==> src/rtl/cam_capture_pkg.sv <==
// Shared state type, geometry constants and colour helpers for camera_capture.
package cam_capture_pkg;

    typedef enum logic [1:0] {
        StIdle,
        StWaitVsLow,
        StFrame
    } capState_t;

    localparam int unsigned cDefHRes  = 640;
    localparam int unsigned cDefVRes  = 480;
    localparam int unsigned cBufHRes  = 320;
    localparam int unsigned cBufVRes  = 240;
    localparam int unsigned cBarCount = 8;
    localparam int unsigned cBarWidth = cBufHRes / cBarCount;

    function automatic logic [11:0] rgb565To12(input logic [15:0] d);
        return {d[15:12], d[10:7], d[4:1]};
    endfunction

    // Bar n lights R/G/B from bits 2/1/0 of n.
    function automatic logic [11:0] barColour(input logic [8:0] x);
        logic [2:0] n;
        n = 3'(x / 9'(cBarWidth));
        return {{4{n[2]}}, {4{n[1]}}, {4{n[0]}}};
    endfunction

endpackage

==> src/rtl/cam_byte_assembler.sv <==
// Pairs camera bytes into RGB565 pixels; phase restarts at each line start.
module cam_byte_assembler (
    input  logic        clock,
    input  logic        reset,
    input  logic        lineStart,
    input  logic        byteTake,
    input  logic [7:0]  byteData,
    output logic        pixDone,
    output logic [15:0] pixel,
    output logic        phaseNext
);

    logic       phase;
    logic       phaseEff;
    logic [7:0] hiByte;

    assign phaseEff  = lineStart ? 1'b0 : phase;
    assign pixDone   = byteTake & phaseEff;
    assign pixel     = {hiByte, byteData};
    assign phaseNext = phaseEff ^ byteTake;

    always_ff @(posedge clock) begin
        if (reset) begin
            phase  <= 1'b0;
            hiByte <= '0;
        end else begin
            phase <= phaseNext;
            if (byteTake && !phaseEff) begin
                hiByte <= byteData;
            end
        end
    end

endmodule

==> src/rtl/camera_capture.sv <==
// Camera byte stream -> 2:1 decimated RGB12 draw-point writes.
// Define CAMCAPTURE_TEST_PATTERN_EN to add the colour-bar select input.
module camera_capture
    import cam_capture_pkg::*;
#(
    parameter int unsigned pHRes = cDefHRes,
    parameter int unsigned pVRes = cDefVRes
) (
    input  logic        piul1Clock,
    input  logic        piul1Reset,
    input  logic        piul1CamVSync,
    input  logic        piul1CamHRef,
    input  logic        piul1CamByteValid,
    input  logic [7:0]  piul8CamData,
`ifdef CAMCAPTURE_TEST_PATTERN_EN
    input  logic        piul1TestPatternSel,
`endif
    output logic [8:0]  poul9PosX,
    output logic [8:0]  poul9PosY,
    output logic [11:0] poul12Rgb12Data,
    output logic        poul1Update,
    output logic        poul1FrameDone,
    output logic        poul1LineError
);

    localparam logic [9:0] cHRes   = 10'(pHRes);
    localparam logic [9:0] cVRes   = 10'(pVRes);
    localparam logic [9:0] cCntMax = '1;

    capState_t   state;
    capState_t   stateNext;
    logic        vsyncQ;
    logic        hrefQ;
    logic        vsRise;
    logic        vsFall;
    logic        hrefRise;
    logic        hrefFall;
    logic        inFrame;
    logic        lineStart;
    logic        lineEnd;
    logic        byteTake;
    logic        pixDone;
    logic [15:0] pixel;
    logic        phaseNext;
    logic [9:0]  pixCnt;
    logic [9:0]  pixIdx;
    logic [9:0]  pixCntAfter;
    logic [9:0]  lineCnt;
    logic        lineErr;
    logic        abortLine;
    logic        frameBad;
    logic        frameEntry;
    logic        doneHit;
    logic        writeHit;
    logic [11:0] pixRgb;

    assign vsRise    = piul1CamVSync & ~vsyncQ;
    assign vsFall    = ~piul1CamVSync & vsyncQ;
    assign hrefRise  = piul1CamHRef & ~hrefQ;
    assign hrefFall  = ~piul1CamHRef & hrefQ;
    assign inFrame   = (state == StFrame);
    assign lineStart = inFrame & hrefRise;
    assign lineEnd   = inFrame & hrefFall;
    assign abortLine = inFrame & vsRise & piul1CamHRef;

    // hrefQ keeps the byte that arrives together with the HRef fall.
    assign byteTake = inFrame & piul1CamByteValid
                    & (piul1CamHRef | hrefQ);

    cam_byte_assembler uAsm (
        .clock     (piul1Clock),
        .reset     (piul1Reset),
        .lineStart (lineStart),
        .byteTake  (byteTake),
        .byteData  (piul8CamData),
        .pixDone   (pixDone),
        .pixel     (pixel),
        .phaseNext (phaseNext)
    );

    assign pixIdx = lineStart ? '0 : pixCnt;

    assign pixCntAfter = (pixDone && pixIdx != cCntMax)
                       ? pixIdx + 10'd1 : pixIdx;

    // Line-end check sees the count after any coincident byte.
    assign lineErr = lineEnd
                   & (phaseNext | (pixCntAfter != cHRes));

    assign writeHit = pixDone
                    && !pixIdx[0]
                    && !lineCnt[0]
                    && (pixIdx < cHRes)
                    && (lineCnt < cVRes);

`ifdef CAMCAPTURE_TEST_PATTERN_EN
    assign pixRgb = piul1TestPatternSel
                  ? barColour(pixIdx[9:1])
                  : rgb565To12(pixel);
`else
    assign pixRgb = rgb565To12(pixel);
`endif

    always_comb begin
        stateNext  = state;
        frameEntry = 1'b0;
        doneHit    = 1'b0;
        unique case (state)
            StIdle: begin
                if (vsRise) begin
                    stateNext = StWaitVsLow;
                end
            end
            StWaitVsLow: begin
                if (vsFall) begin
                    stateNext  = StFrame;
                    frameEntry = 1'b1;
                end
            end
            StFrame: begin
                if (vsRise) begin
                    stateNext = StWaitVsLow;
                    doneHit   = (lineCnt == cVRes)
                              && !frameBad
                              && !abortLine
                              && !lineErr;
                end
            end
            default: stateNext = StIdle;
        endcase
    end

    always_ff @(posedge piul1Clock) begin
        if (piul1Reset) begin
            state    <= StIdle;
            vsyncQ   <= 1'b0;
            hrefQ    <= 1'b0;
            pixCnt   <= '0;
            lineCnt  <= '0;
            frameBad <= 1'b0;
        end else begin
            state  <= stateNext;
            vsyncQ <= piul1CamVSync;
            hrefQ  <= piul1CamHRef;
            pixCnt <= pixCntAfter;
            if (frameEntry) begin
                lineCnt <= '0;
            end else if (lineEnd && lineCnt != cCntMax) begin
                lineCnt <= lineCnt + 10'd1;
            end
            if (frameEntry) begin
                frameBad <= 1'b0;
            end else if (lineErr || abortLine) begin
                frameBad <= 1'b1;
            end
        end
    end

    always_ff @(posedge piul1Clock) begin
        if (piul1Reset) begin
            poul9PosX       <= '0;
            poul9PosY       <= '0;
            poul12Rgb12Data <= '0;
            poul1Update     <= 1'b0;
            poul1FrameDone  <= 1'b0;
            poul1LineError  <= 1'b0;
        end else begin
            poul1Update    <= writeHit;
            poul1FrameDone <= doneHit;
            if (writeHit) begin
                poul9PosX       <= pixIdx[9:1];
                poul9PosY       <= lineCnt[9:1];
                poul12Rgb12Data <= pixRgb;
            end
            if (lineErr || abortLine) begin
                poul1LineError <= 1'b1;
            end else if (vsRise) begin
                poul1LineError <= 1'b0;
            end
        end
    end

endmodule
==> config.mk <==
export PLATFORM = sky130hd
export DESIGN_NAME = camera_capture
export DESIGN_NICKNAME = d
export VERILOG_FILES = /design/src/rtl/cam_capture_pkg.sv /design/src/rtl/cam_byte_assembler.sv /design/src/rtl/camera_capture.sv
export SDC_FILE = /design/constraint.sdc
export NUM_CORES = 1
export LEC_CHECK = 0
export ABC_AREA = 1
export BUFFER_PORTS_ARGS = -buffer_cell sky130_fd_sc_hd__buf_2
export CAP_MARGIN = 10
export CORE_ASPECT_RATIO = 1.5
export CORE_UTILIZATION = 50
export CTS_CLUSTER_SIZE = 28
export DETAILED_ROUTE_END_ITERATION = 16
export MAX_ROUTING_LAYER = met4
export PLACE_DENSITY = 0.72
export SYNTH_ARGS = -nofsm -noshare
export SYNTH_HDL_FRONTEND = slang
export SYNTH_SLANG_ARGS = --single-unit
==> constraint.sdc <==
create_clock -name piul1Clock -period 2.5 [get_ports piul1Clock]
set_input_delay 0.375 -clock piul1Clock [delete_from_list [all_inputs] [get_ports piul1Clock]]
set_output_delay 0.375 -clock piul1Clock [all_outputs]
set_load 0.1 [all_outputs]
==> results.toml <==
[route]
wl_met1_um = 2800
drc = 0
detail-route-antenna-nets = 0
wl_met3_um = 188
wl_met2_um = 3500
via_per_inst = 5.05
wl_per_cell_um = 12.5
drt-total-wl_um = 6600
highest_layer = "met4"
num_vias = 2661
first_pass_iters = 5
drtIter0Drc = 133

[global_route]
grt.total_usage_pct = 23.8
overflow = 0
first_global_vias = 2465
grt_pass1_wl_um = 10900
antenna_found_initial = 0
grt_max_degree = 35

[power]
power_mw = 2.16
irDropWorstVdd_v = 0.000500
leakagePower_nw = 1.65
p_per_area_nw_per_um2 = 612

[sta]
hold_violations = 0
tns_ns = 0
max_freq_mhz = 456
fin_crit_sh_pct = 87.8
layout_setup_ws_ns = 0.306
setup_viol_count_final = 0
finalCriticalPeriod_ns = 2.19
fin_skew_ns = 0.00706
whs_ns = 0.248
worstMarginPinSlew_ns = 0.533
slew_viol_final = 0
slew_headroom_pct = 64.0
rsz0062_at_grt = "no"

[die]
die_y_um = 95.8
die_area_sq_um = 6180
ioPinCount = 46
core_area_sq_um = 5570
start_util_pct = 52.6
die_x_um = 64.5
rows = 33

[placed_design]
dp_hpwl_um = 4680
dp_cells = 509
gp_congestion = 0.906
place_area_sq_um = 3250
io_buffers = 45
pre_cts_slack_ns = -0.0817

[logic_synthesis]
synthAdderAreaFrac_pct = 2.13
synth_common_cells = "nor2_1 (79), dfxtp_1 (66), nand2_1 (62), inv_1 (48), o21ai_0 (40)"
ys_dominant_reg_cell = "dfxtp_1"
ys_warn_count = 0
yosys.area.top_type_share_pct = 45.0
synth_top_family_by_area = "simple AND/OR/NAND/NOR gates"
yosysUniqueCellTypes = 30
yosysMostFrequentCell = "nor2_1"
syn-num-nets = 418
yosys-mux-area-fraction_pct = 0
ys_top_cells_by_area = "dfxtp_1 (45%), nor2_1 (10%), nand2_1 (7.9%)"
synthSimpleGateAreaFrac_pct = 29.9
yosysSeqAreaShare_pct = 45.0
synthCells = 400
synth_seq_cells = 66
synth_compound_area_share_pct = 13.2
synth.avg_cell_area_sq_um = 7.34
synth_edf_count = 0
yosysTopAreaCell = "dfxtp_1"
synth-xor-area-share_pct = 0.299
ys_async_sr_fraction_pct = 0
syn_area_sq_um = 2930

[final_layout]
area_delta_synth_final_pct = 20.3
layout.nets = 470
fin_util_pct = 63.3
final_cells = 527
drive_above_1_share_pct = 21.9
final_cell_area_sq_um = 3530
antenna_cells = 0

[setup_path]
startpoint_type = "flip-flop"
reg2reg_to = "frameBad$_SDFFE_PP0P_"
required_ns = 2.75
r2r_start = "state[1]$_SDFFE_PP0P_"
path_class = "reg2reg"
end_kind = "flip-flop"
ff2ff_path_depth = 19
timing.reg2reg.setup_slack_ns = 0.31
cp_data_arrival_time_ns = 2.44
cp_max_fo = 8
crit_path_start = "state[1]$_SDFFE_PP0P_"

[clocking]
cts_tree = "built"
cts-htree-levels = 3
clkTransAtPathRegs_ns = 0.07
cts_buffer_depth = 2
cts_buffers = 9
clkLatencyLatePin_ns = 0.35
cts.sinks = 66
cts-root-buf = "clkbuf_8"

[worst_hold_path]
hold_end = "poul12Rgb12Data[2]$_SDFFE_PP0P_"
hold_start = "piul8CamData[3]"
hold_path_class = "in2reg"
worstHoldPathCells = 3

[status]
status = "finished, final reports clean"

[job]
maxCapViolations = 0
-- area by class of cell --
type | instances | area (sq um)
sequential | 66 | 1320
tap | 70 | 87.6
clock buffer | 12 | 165
multi-input combinational | 271 | 1370
inverter | 50 | 190
fill | 528 | 2050
clock inverter | 4 | 72.6
timing repair buffer | 54 | 318
-- kinds of logic (layout without fill, tap and decap cells) --
family	count (synthesis)	in the layout
AND/OR/NAND/NOR	195	196
AO/OA/AOI/OAI	69	69
XOR/XNOR	1	1
flip-flops	66	66
adder cells (fa/ha/maj)	5	5
buffers and inverters	64	120
-- timing repair --
item                                    in CTS  in global routing
setup buffers                                0                  1
endpoints found under the hold margin        0                  0
endpoints found under the setup margin       0                  6
resized for setup                            0                  9
hold buffers                                 0                  0
-- routing by layer --
layer,GRT usage (%),vias up
met1,25.1,1218
met2,41.8,43
met4,11.5,0
li1,-,1390
met5,-,-
met3,5.09,10
-- registers in the layout, summed over array words and instances (netlist names) --
signal           cells
state                2
vsyncQ               1
poul1FrameDone       1
uAsm.hiByte          7
pixCnt              10
poul12Rgb12Data     12
poul9PosY            9
hrefQ                1
lineCnt             10
poul1LineError       1
poul9PosX            9
poul1Update          1
frameBad             1
uAsm.phase           1
-- how the worst max path moves through the flow --
stage          slack [ns]                              end
3_3_place_gp        -0.07      poul1LineError$_SDFFE_PP0P_
6_report             0.31            frameBad$_SDFFE_PP0P_
3_5_place_dp        -0.08            frameBad$_SDFFE_PP0P_
5_1_grt            0.0002  poul12Rgb12Data[3]$_SDFFE_PP0P_
4_1_cts              0.05            frameBad$_SDFFE_PP0P_
2_1_floorplan        0.30      poul1LineError$_SDFFE_PP0P_
-- power breakdown --
part / total (mW) / switching, mW / internal, mW / leakage (nW)
Sequential: 1.06 / 0.00400 / 1.06 / 0.532
Combinational: 0.0492 / 0.0340 / 0.0152 / 1.00
Clock: 1.05 / 0.409 / 0.641 / 0.119
Total: 2.16 / 0.447 / 1.71 / 1.65
-- cells in the final DEF (no fill, tap or decap) --
master / synthesis / routed
nand4_1: 6 / 6
dfxtp_1: 66 / 65
nor3_2: 2 / 1
buf_4: 1 / 7
clkbuf_8: 0 / 12
inv_4: 0 / 1
nor2_4: 1 / 2
nand2_4: 1 / 2
nand2_2: 3 / 4
nand3_1: 20 / 20
buf_2: 2 / 45
buf_12: 0 / 2
a211oi_2: 5 / 5
nor2_2: 5 / 6
nor3_4: 0 / 1
inv_1: 48 / 47
nand2_1: 62 / 60
o21ai_0: 40 / 40
xor2_1: 1 / 1
or2_2: 1 / 1
ha_1: 5 / 5
nor3_1: 5 / 5
inv_2: 2 / 2
nand3b_1: 4 / 4
clkinv_2: 0 / 1
dfxtp_2: 0 / 1
nand3_2: 2 / 3
nor3b_1: 1 / 1
nor2_1: 79 / 77
nand3_4: 1 / 1
nor4_1: 2 / 2
bufinv_16: 0 / 2
clkinvlp_4: 0 / 1
a21oi_1: 23 / 23
o41ai_1: 1 / 1
-- worst max-delay path: stages (launching register included) --
cell and delay [ns]:
dfxtp_1 0.32, inv_2 0.09, nor2_4 0.05, nand2_4 0.07, inv_4 0.05, nor2_1 0.13, ha_1 0.20, nand2_2 0.08
nor2_4 0.14, nand3_4 0.15, nand2_4 0.11, nand2_1 0.05, nand2_1 0.08, nand2_1 0.07, nor2_2 0.12, nand3_1 0.10
nand2_1 0.10, nand3_2 0.07, nand2_1 0.06, inv_1 0.04
Note: power is estimated with default switching activity, not from simulation.
